<file path="src/rtl/rca_pkg.sv">
// Shared arithmetic-lab definitions: default operand/digit widths, FSM states,
// and the counter-width helper used by the digit-serial datapaths.
package rca_pkg;

    localparam int unsigned WIDTH_DEF = 32;
    localparam int unsigned DIGIT_DEF = 4;

    typedef enum logic [1:0] {
        IDLE = 2'd0,
        RUN  = 2'd1,
        DONE = 2'd2
    } state_t;

    // A counter is always at least one bit wide, even for a single-digit operation.
    function automatic int unsigned cnt_width(input int unsigned n);
        return (n > 1) ? $clog2(n) : 1;
    endfunction

endpackage

</file>
<file path="src/rtl/rbs_digit.sv">
// Combinational DIGIT-bit ripple-borrow chain of full subtractors:
// diff = x - y - bin, and bout is the borrow out of the top bit.
module rbs_digit #(
    parameter int unsigned DIGIT = 4
) (
    input  logic [DIGIT-1:0] x,
    input  logic [DIGIT-1:0] y,
    input  logic             bin,
    output logic [DIGIT-1:0] diff,
    output logic             bout
);

    logic brw_c;

    always_comb begin
        diff  = '0;
        brw_c = bin;
        for (int unsigned i = 0; i < DIGIT; i++) begin
            diff[i] = x[i] ^ y[i] ^ brw_c;
            brw_c   = (~x[i] & y[i]) | (~(x[i] ^ y[i]) & brw_c);
        end
        bout = brw_c;
    end

endmodule

</file>
<file path="src/rtl/rbs_serial_clk.sv">
// Digit-serial ripple-borrow subtractor: d = a - b - bi over WIDTH bits,
// DIGIT bits per clock, with a start/busy/done handshake.
module rbs_serial_clk
    import rca_pkg::*;
#(
    parameter int unsigned WIDTH = WIDTH_DEF,
    parameter int unsigned DIGIT = DIGIT_DEF
) (
    input  logic             clock,
    input  logic             reset_n,
    input  logic             start,
    input  logic [WIDTH-1:0] a,
    input  logic [WIDTH-1:0] b,
    input  logic             bi,
    output logic             busy,
    output logic             done,
    output logic [WIDTH-1:0] d,
    output logic             bo,
    output logic             ovf
);

    localparam int unsigned   N    = WIDTH / DIGIT;
    localparam int unsigned   CW   = cnt_width(N);
    localparam logic [CW-1:0] LAST = CW'(N - 1);

    state_t           state, state_nxt;
    logic [WIDTH-1:0] a_sr, b_sr, d_sr, d_sr_nxt;
    logic             brw;
    logic [CW-1:0]    cnt;
    logic             a_msb, b_msb;
    logic [DIGIT-1:0] dig_diff;
    logic             dig_bout;
    logic             load, last;

    rbs_digit #(.DIGIT(DIGIT)) u_digit (
        .x    (a_sr[DIGIT-1:0]),
        .y    (b_sr[DIGIT-1:0]),
        .bin  (brw),
        .diff (dig_diff),
        .bout (dig_bout)
    );

    // Each digit result enters at the MSB end so the full word lines up after N steps.
    assign d_sr_nxt = (d_sr >> DIGIT) | (WIDTH'(dig_diff) << (WIDTH - DIGIT));

    assign busy = (state == RUN);
    assign done = (state == DONE);

    always_ff @(posedge clock or negedge reset_n) begin
        if (!reset_n) state <= IDLE;
        else          state <= state_nxt;
    end

    always_comb begin
        state_nxt = state;
        load      = 1'b0;
        last      = (state == RUN) && (cnt == LAST);
        case (state)
            IDLE: if (start) begin
                load      = 1'b1;
                state_nxt = RUN;
            end
            RUN:  if (last) state_nxt = DONE;
            DONE: begin
                if (start) begin
                    load      = 1'b1;
                    state_nxt = RUN;
                end else begin
                    state_nxt = IDLE;
                end
            end
            default: state_nxt = IDLE;
        endcase
    end

    always_ff @(posedge clock or negedge reset_n) begin
        if (!reset_n) begin
            a_sr  <= '0;
            b_sr  <= '0;
            d_sr  <= '0;
            brw   <= 1'b0;
            cnt   <= '0;
            a_msb <= 1'b0;
            b_msb <= 1'b0;
            d     <= '0;
            bo    <= 1'b0;
            ovf   <= 1'b0;
        end else if (load) begin
            a_sr  <= a;
            b_sr  <= b;
            d_sr  <= '0;
            brw   <= bi;
            cnt   <= '0;
            a_msb <= a[WIDTH-1];
            b_msb <= b[WIDTH-1];
        end else if (state == RUN) begin
            a_sr <= a_sr >> DIGIT;
            b_sr <= b_sr >> DIGIT;
            d_sr <= d_sr_nxt;
            brw  <= dig_bout;
            cnt  <= cnt + CW'(1);
            // Operand MSBs were shifted out long ago; overflow uses the copies taken at load.
            if (last) begin
                d   <= d_sr_nxt;
                bo  <= dig_bout;
                ovf <= (a_msb ^ b_msb) & (d_sr_nxt[WIDTH-1] ^ a_msb);
            end
        end
    end

endmodule
</file>
<file path="config.mk">
export PLATFORM = sky130hd
export DESIGN_NAME = rbs_serial_clk
export DESIGN_NICKNAME = d
export VERILOG_FILES = /design/src/rtl/rca_pkg.sv /design/src/rtl/rbs_digit.sv /design/src/rtl/rbs_serial_clk.sv
export SDC_FILE = /design/constraint.sdc
export NUM_CORES = 1
export LEC_CHECK = 0
export CAP_MARGIN = 20
export CORE_MARGIN = 3
export CORE_UTILIZATION = 35
export CTS_CLUSTER_DIAMETER = 30
export DETAILED_ROUTE_END_ITERATION = 10
export DONT_BUFFER_PORTS = 1
export SLEW_MARGIN = 20
export SYNTH_ARGS = -nofsm -noshare
export SYNTH_HDL_FRONTEND = slang
export SYNTH_SLANG_ARGS = --single-unit
</file>
<file path="constraint.sdc">
create_clock -name clock -period 2.45 [get_ports clock]
set_input_delay 0.49 -clock clock [delete_from_list [all_inputs] [get_ports clock]]
set_output_delay 0.49 -clock clock [all_outputs]
set_load 0.005 [all_outputs]
</file>
# ---- After elaboration in Yosys (flattened, before gate mapping)
# Index checks and enable logic that the tools add are counted.
dict set report totals {
  in_bits 68
  out_inout_bits 36
  elab_cells 72
  register_bits 138
}
dict set report op_classes {
  reduce_logical 6
  mux 16
  bitwise_logic 33
  eq_ne 5
  addsub 1
}
# cell count
set ops {}
lappend ops {{32-bit 2-to-1 mux} 6}
lappend ops {{28-bit by 32-bit bitwise OR with 32-bit output} 1}
lappend ops {{1-bit bitwise XOR} 10}
lappend ops {{1-bit AND} 9}
lappend ops {{1-bit inverter} 9}
lappend ops {{3-bit 2-to-1 mux} 2}
lappend ops {{2-bit case mux with 3 select lines} 1}
lappend ops {{1-bit 2-to-1 mux} 5}
lappend ops {{2-bit 2-to-1 mux} 2}
lappend ops {{1-bit bitwise OR} 4}
lappend ops {{3-bit by 1-bit adder with 3-bit output, second input constant} 1}
lappend ops {{3-bit == test, second input constant} 1}
lappend ops {{3-bit AND reduction} 1}
lappend ops {{2-bit by 1-bit == test with 1-bit output, second input constant} 1}
lappend ops {{2-bit == test, second input constant} 1}
lappend ops {{2-bit logical NOT} 1}
lappend ops {{2-bit by 1-bit != test with 1-bit output, second input constant} 1}
lappend ops {{2-bit != test, second input constant} 1}
lappend ops {{2-bit AND reduction} 1}
lappend ops {{2-bit nonzero test} 1}
lappend ops {{2-bit OR reduction} 1}
lappend ops {{1-bit logical AND} 1}

# ---- Logic depth before layout (Yosys ltp)
dict set report logic_depth {
  word_depth 12
  ltp_mapped 10
  depth_no_buf 10
}

# ---- Hierarchy
# From an unflattened synthesis, not the netlist that was laid out.
dict set report unflattened {
  hier_cells 489
  area_unflattened_um2 5517.8
}
# module cells_each seq_area_each_um2 area_per_inst_um2 instances
set by_module_without_submodules {}
lappend by_module_without_submodules {rbs_serial_clk 475 3353.2 5400.2 1}
lappend by_module_without_submodules {rbs_digit 14 0.0 117.6 1}

# ---- Worst setup path after synthesis
# OpenSTA, ideal clock, no wires.
dict set report synth_timing {
  path_kind {register to register}
  startpoint {reg a_sr[0]}
  endpoint {reg ovf}
  path_buffers 0
  setup_ns 0.083
  arrival_time_ns 2.224
  stages_incl_launch_ff 11
  slack_ns 0.143
  required_time_ns 2.367
  period_less_slack_ns 2.307
  path_cell_list {dfrtp_1 inv_1 fa_1 inv_1 fa_1 inv_1 fa_1 fa_1 nor3b_1 a21oi_1 o21ai_0}
}
dict set report synth_via {
  elab_chain_len 12
  word_cells_on_any_way 14
  cone_classes {bitwise (14)}
}
# element line_no
set synth_rtl {}
lappend synth_rtl {{start, declared} rbs_serial_clk.sv:27} ;# logic [WIDTH-1:0] a_sr, b_sr, d_sr, d_sr_nxt;
lappend synth_rtl {{start signal, assigned} rbs_serial_clk.sv:97} ;# a_sr <= a_sr >> DIGIT;
lappend synth_rtl {{1-bit bitwise XOR} rbs_digit.sv:20} ;# brw_c = (~x[i] & y[i]) | (~(x[i] ^ y[i]) & brw_c);
lappend synth_rtl {{1-bit inverter} rbs_digit.sv:20}
lappend synth_rtl {{1-bit AND} rbs_digit.sv:20}
lappend synth_rtl {{1-bit bitwise OR *} rbs_digit.sv:20}
lappend synth_rtl {{1-bit AND *} rbs_digit.sv:20}
lappend synth_rtl {{1-bit bitwise OR *} rbs_digit.sv:20}
lappend synth_rtl {{1-bit AND *} rbs_digit.sv:20}
lappend synth_rtl {{1-bit bitwise OR *} rbs_digit.sv:20}
lappend synth_rtl {{1-bit bitwise XOR *} rbs_digit.sv:19} ;# diff[i] = x[i] ^ y[i] ^ brw_c;
lappend synth_rtl {{28-bit by 32-bit bitwise OR with 32-bit output *} rbs_serial_clk.sv:44} ;# assign d_sr_nxt = (d_sr >> DIGIT) | (WIDTH'(dig_diff) << (WIDTH - DIGIT));
lappend synth_rtl {{1-bit bitwise XOR *} rbs_serial_clk.sv:106} ;# ovf <= (a_msb ^ b_msb) & (d_sr_nxt[WIDTH-1] ^ a_msb);
lappend synth_rtl {{1-bit AND *} rbs_serial_clk.sv:106}
lappend synth_rtl {{end signal, assigned} rbs_serial_clk.sv:106}
lappend synth_rtl {{end, declared} rbs_serial_clk.sv:19} ;# output logic ovf
# Mark *: on every way between the ends. The rest lies on a longest branch, timed or not.
# A chain may end at the register's enable or synchronous reset.

# ---- Final worst setup path
dict set report layout_timing {
  startpoint {reg b_sr[0]}
  endpoint {reg ovf}
}
dict set report layout_via {
  elab_chain_len 12
  word_cells_on_any_way 13
  cone_classes {bitwise (13)}
}
# element line_no
set layout_rtl {}
lappend layout_rtl {{start, declared} rbs_serial_clk.sv:27}
lappend layout_rtl {{start signal, assigned} rbs_serial_clk.sv:98} ;# b_sr <= b_sr >> DIGIT;
lappend layout_rtl {{1-bit bitwise XOR} rbs_digit.sv:20}
lappend layout_rtl {{1-bit inverter} rbs_digit.sv:20}
lappend layout_rtl {{1-bit AND} rbs_digit.sv:20}
lappend layout_rtl {{1-bit bitwise OR *} rbs_digit.sv:20}
lappend layout_rtl {{1-bit AND *} rbs_digit.sv:20}
lappend layout_rtl {{1-bit bitwise OR *} rbs_digit.sv:20}
lappend layout_rtl {{1-bit AND *} rbs_digit.sv:20}
lappend layout_rtl {{1-bit bitwise OR *} rbs_digit.sv:20}
lappend layout_rtl {{1-bit bitwise XOR *} rbs_digit.sv:19}
lappend layout_rtl {{28-bit by 32-bit bitwise OR with 32-bit output *} rbs_serial_clk.sv:44}
lappend layout_rtl {{1-bit bitwise XOR *} rbs_serial_clk.sv:106}
lappend layout_rtl {{1-bit AND *} rbs_serial_clk.sv:106}
# Marks and branches as above.

==> impl_summary.md <==
Route
The detailed-route wire length per cell is 18.31 µm. The count of nets left with antenna violations after detail routing is 0. Summing over every cut layer, the via total after detailed routing is between 3,000 and 4,000. The first detailed-routing pass took 4 iterations. The vias per cell is 5.462. The first routing iteration left roughly 290 violations.

For this run, design rule violations remaining after detail routing come to 0. The detailed-route wire length is 12,180 µm.

Floorplan
The number of primary I/O pins is 104. The initial cell density of the core is 36.63%. The total die area is 17,090 µm².

The number of cell rows is 44. The standard cell core area is ~15,000 µm². From bottom edge to top edge, the die measures 130.7 µm. The die is around 130 µm wide.

Clock network
The deepest level of the CTS H-tree is 4. The clock insertion delay at the later pin of the skew report is around 410 ps. The clock input transition at the sequential cells of the worst setup and hold paths is 50 ps. CTS saw between 100 and 150 sinks.

TritonCTS built the clock tree. The CTS buffer count is 17. The deepest clock path buffer count is 2. In this run the clock root is driven by a sky130_fd_sc_hd__clkbuf_16.

Synth
Ranked by instance count, the synthesized netlist is headed by sky130_fd_sc_hd__dfrtp_1, sky130_fd_sc_hd__nand2_1, sky130_fd_sc_hd__a22o_1, sky130_fd_sc_hd__nor2_1, sky130_fd_sc_hd__a31oi_1. After synthesis, the share of flip-flops with an asynchronous set or reset is 100.0%. Of the synthesized area, sequential elements account for between 60% and 70%. Among all cell types in the netlist, the one instantiated most often is sky130_fd_sc_hd__dfrtp_1. Synthesis handed over a netlist of 481 instances. The total of flip-flops plus latches after synthesis is 134. Sorting the synthesized cells by area gives the leading types as sky130_fd_sc_hd__dfrtp_1, sky130_fd_sc_hd__nand2_1, sky130_fd_sc_hd__mux2_2. The Yosys step of the flow raised 0 warnings. The count of flip-flops with a built-in enable after synthesis is 0. The mapped cell area is 5445 µm².

The cell type with the largest total area after synthesis is sky130_fd_sc_hd__dfrtp_1. The synthesized design devotes to its leading area cell type 61.58% of total area. The number of nets in the synthesized netlist is 555. The distinct cell type count of the synthesized netlist is 28. The primary flip-flop cell chosen by synthesis mapping is sky130_fd_sc_hd__dfrtp_1. Dividing the synthesized area by the synthesized cell count gives 11.32 µm².

Place
The total placed cells including tap cells is 632. In this run the tool buffered the top-level ports with 0 buffer cells. The wire-length estimate of the detail-placed layout is 7434 µm. The standard cell area after detailed placement is 5583 µm².

The routability-driven placement congestion ratio is 0.7449.

Timing
Setup repair after global routing left no endpoint under its margin. The aggregate negative setup slack is 0 ps. At the pin with the least slew margin, the transition time is 1005 ps. The final critical path takes up a little over nine tenths of the cycle.

The setup clock skew after layout is ~7 ps. The number of pins with negative max-slew slack in the final report was 0. Based on the critical path, the design can be clocked at up to around 0.43 GHz.

The count of final setup violators is 0. The final hold slack is -223.6 ps. Headroom to the max-slew limit came out at 32.86%.

The final hold violation count is 134. The worst path needs 2340 ps of the cycle, external delays included.

Setup path
The cell repeated most along the worst path is sky130_fd_sc_hd__fa_2. The kind of cell with the highest combined delay along the critical path is adder cells. The flop-to-flop setup slack is 110 ps. The signal on the critical path passes through fa_2, inv_1, fa_2, inv_1, fa_2, fa_1, buf_6, a21oi_1, o21ai_1.

Together, buffers and inverters on the worst path number 3. The startpoint identified for the worst register-to-register timing path is b_sr[0]. The kind of critical path is reg2reg. Measured in cells, the most critical reg-to-reg path has a length of 9. The slowest library cell on the worst path is sky130_fd_sc_hd__fa_1. In this design, the stage delay of the slowest critical-path cell is 490 ps. The required time reported for the critical path endpoint is 2740 ps. The capturing point of the worst reg2reg path is ovf. The maximum fanout along the worst path is 3. The type of destination of the critical path is a register. The type of element launching the critical path is a register. The worst endpoint data arrival time is 2630 ps.

Finish
From synthesis to final layout, the design area changed by 13.30%. The multi-input combinational cells in the finished layout cover a total of 1906 µm². The filler-free cell count of the finished design is 665.

The net total in the final layout is between 500 and 600. After filler insertion, the fill cell instance count of the layout stands at 1,425. The count of antenna diodes in the layout is 0. Summing all flip-flop and latch instances after layout gives 3353 µm². The final instance area is 6170 µm².

The fraction of final layout cells with drive strength greater than 1 is 15.59%.

Power and ir drop
In this run the power density over the cells is 1499 nW/µm². The total design power is a little over 9000 µW. The worst-case IR drop observed on VDD is 0.5964 mV. The static power due to leakage is 0.002813 µW.

Run
The number of max-cap violations is 0.

Outcome
The checks that failed: hold timing. The flow ran to the end, but the final reports show violations.

GRT
The combined global-route utilization of all metal layers is 15.01%. The first-pass GRT wire length is approximately 20,000 µm. The number of antenna violations at the first check in global routing was 0. The global route total overflow is 0. The maximum number of pins on one net before global-route repair is 135.

The via count of the first global-routing pass is 3,763.

Hold path
The type of the most critical hold path is in2async.
## worst max-delay path by stage
stage	startpoint	cells after the start	endpoint
after floorplan	a_sr[0]	10	ovf
after global placement	a_sr[0]	10	ovf
after detailed placement	a_sr[0]	10	ovf
after CTS	a_sr[0]	10	ovf
after global routing	a_sr[0]	10	ovf
final	b_sr[0]	9	ovf
## report_power, final
part / internal (µW) / switching [µW]
logic: 1320 / 1540
registers: 3280 / 722
clock network: 1490 / 900
total: 6090 / 3160
## state kept, by name, summed over array words and instances, names as in the netlist
signal and count:
ovf 1, b_msb 1, a_msb 1, bo 1, d_sr 28, state 2
cnt 3, b_sr 32, d 32, a_sr 32, brw 1
## cells by family after synthesis
kind of cell,count (synthesis),share of synthesized area (%)
flip-flops,134,61.58
buffers and inverters,46,4.113
multiplexers,30,6.204
AND/OR/NAND/NOR,163,12.16
AO/OA/AOI/OAI,102,14.02
adder cells (fa/ha/maj),6,1.930
## layout by cell type, fill, tap and decap left out, types with 4 or more instances in the layout
cell	Yosys	layout
sky130_fd_sc_hd__inv_1	7	6
sky130_fd_sc_hd__a31oi_1	34	34
sky130_fd_sc_hd__nand2_1	97	97
sky130_fd_sc_hd__clkbuf_16	0	17
sky130_fd_sc_hd__a22o_1	35	35
sky130_fd_sc_hd__nand3_1	20	20
sky130_fd_sc_hd__mux2_2	29	29
sky130_fd_sc_hd__nor3_1	4	4
sky130_fd_sc_hd__clkinv_2	0	7
sky130_fd_sc_hd__clkbuf_8	0	4
sky130_fd_sc_hd__dfrtp_1	134	134
sky130_fd_sc_hd__a221o_1	4	4
sky130_fd_sc_hd__nor2_1	35	34
sky130_fd_sc_hd__a22oi_1	19	19
## cell type report
cell class                 instances  share of cell area (%)
sequential                       134                   54.35
clock inverter                     9                   1.217
multi-input combinational        301                   30.89
timing repair buffer               6                   1.399
inverter                           8                  0.5070
clock buffer                      23                   7.909
tap                              184                   3.731
## metal layers
metal	up-vias	global-route usage, %	routed length [µm]
met1	1852	18.61	5262
met2	107	23.69	5749
met5	-	0	0
li1	1662	-	-
met3	11	6.789	1031
met4	0	4.537	136
## stage by stage
| stage | hold slack (ps) | utilization, % | worst slack, ps |
|---|---|---|---|
| CTS | -249.8 | 41.45 | 20.83 |
| detailed placement | 197.5 | 37.56 | -13.74 |
| finish | -223.6 | 41.51 | 110.0 |
| global placement | 197.3 | 37.56 | 83.71 |
| floorplan | 194.4 | - | 143.5 |
| global route | -252.0 | 41.51 | 3.449 |
## repair_timing
action	CTS	global route
pin swaps	1	2
gates resized for setup	2	5
setup buffers	1	0
hold endpoints to repair	134	134
setup endpoints to repair	1	2
Note: power is estimated with default switching activity, not from simulation.
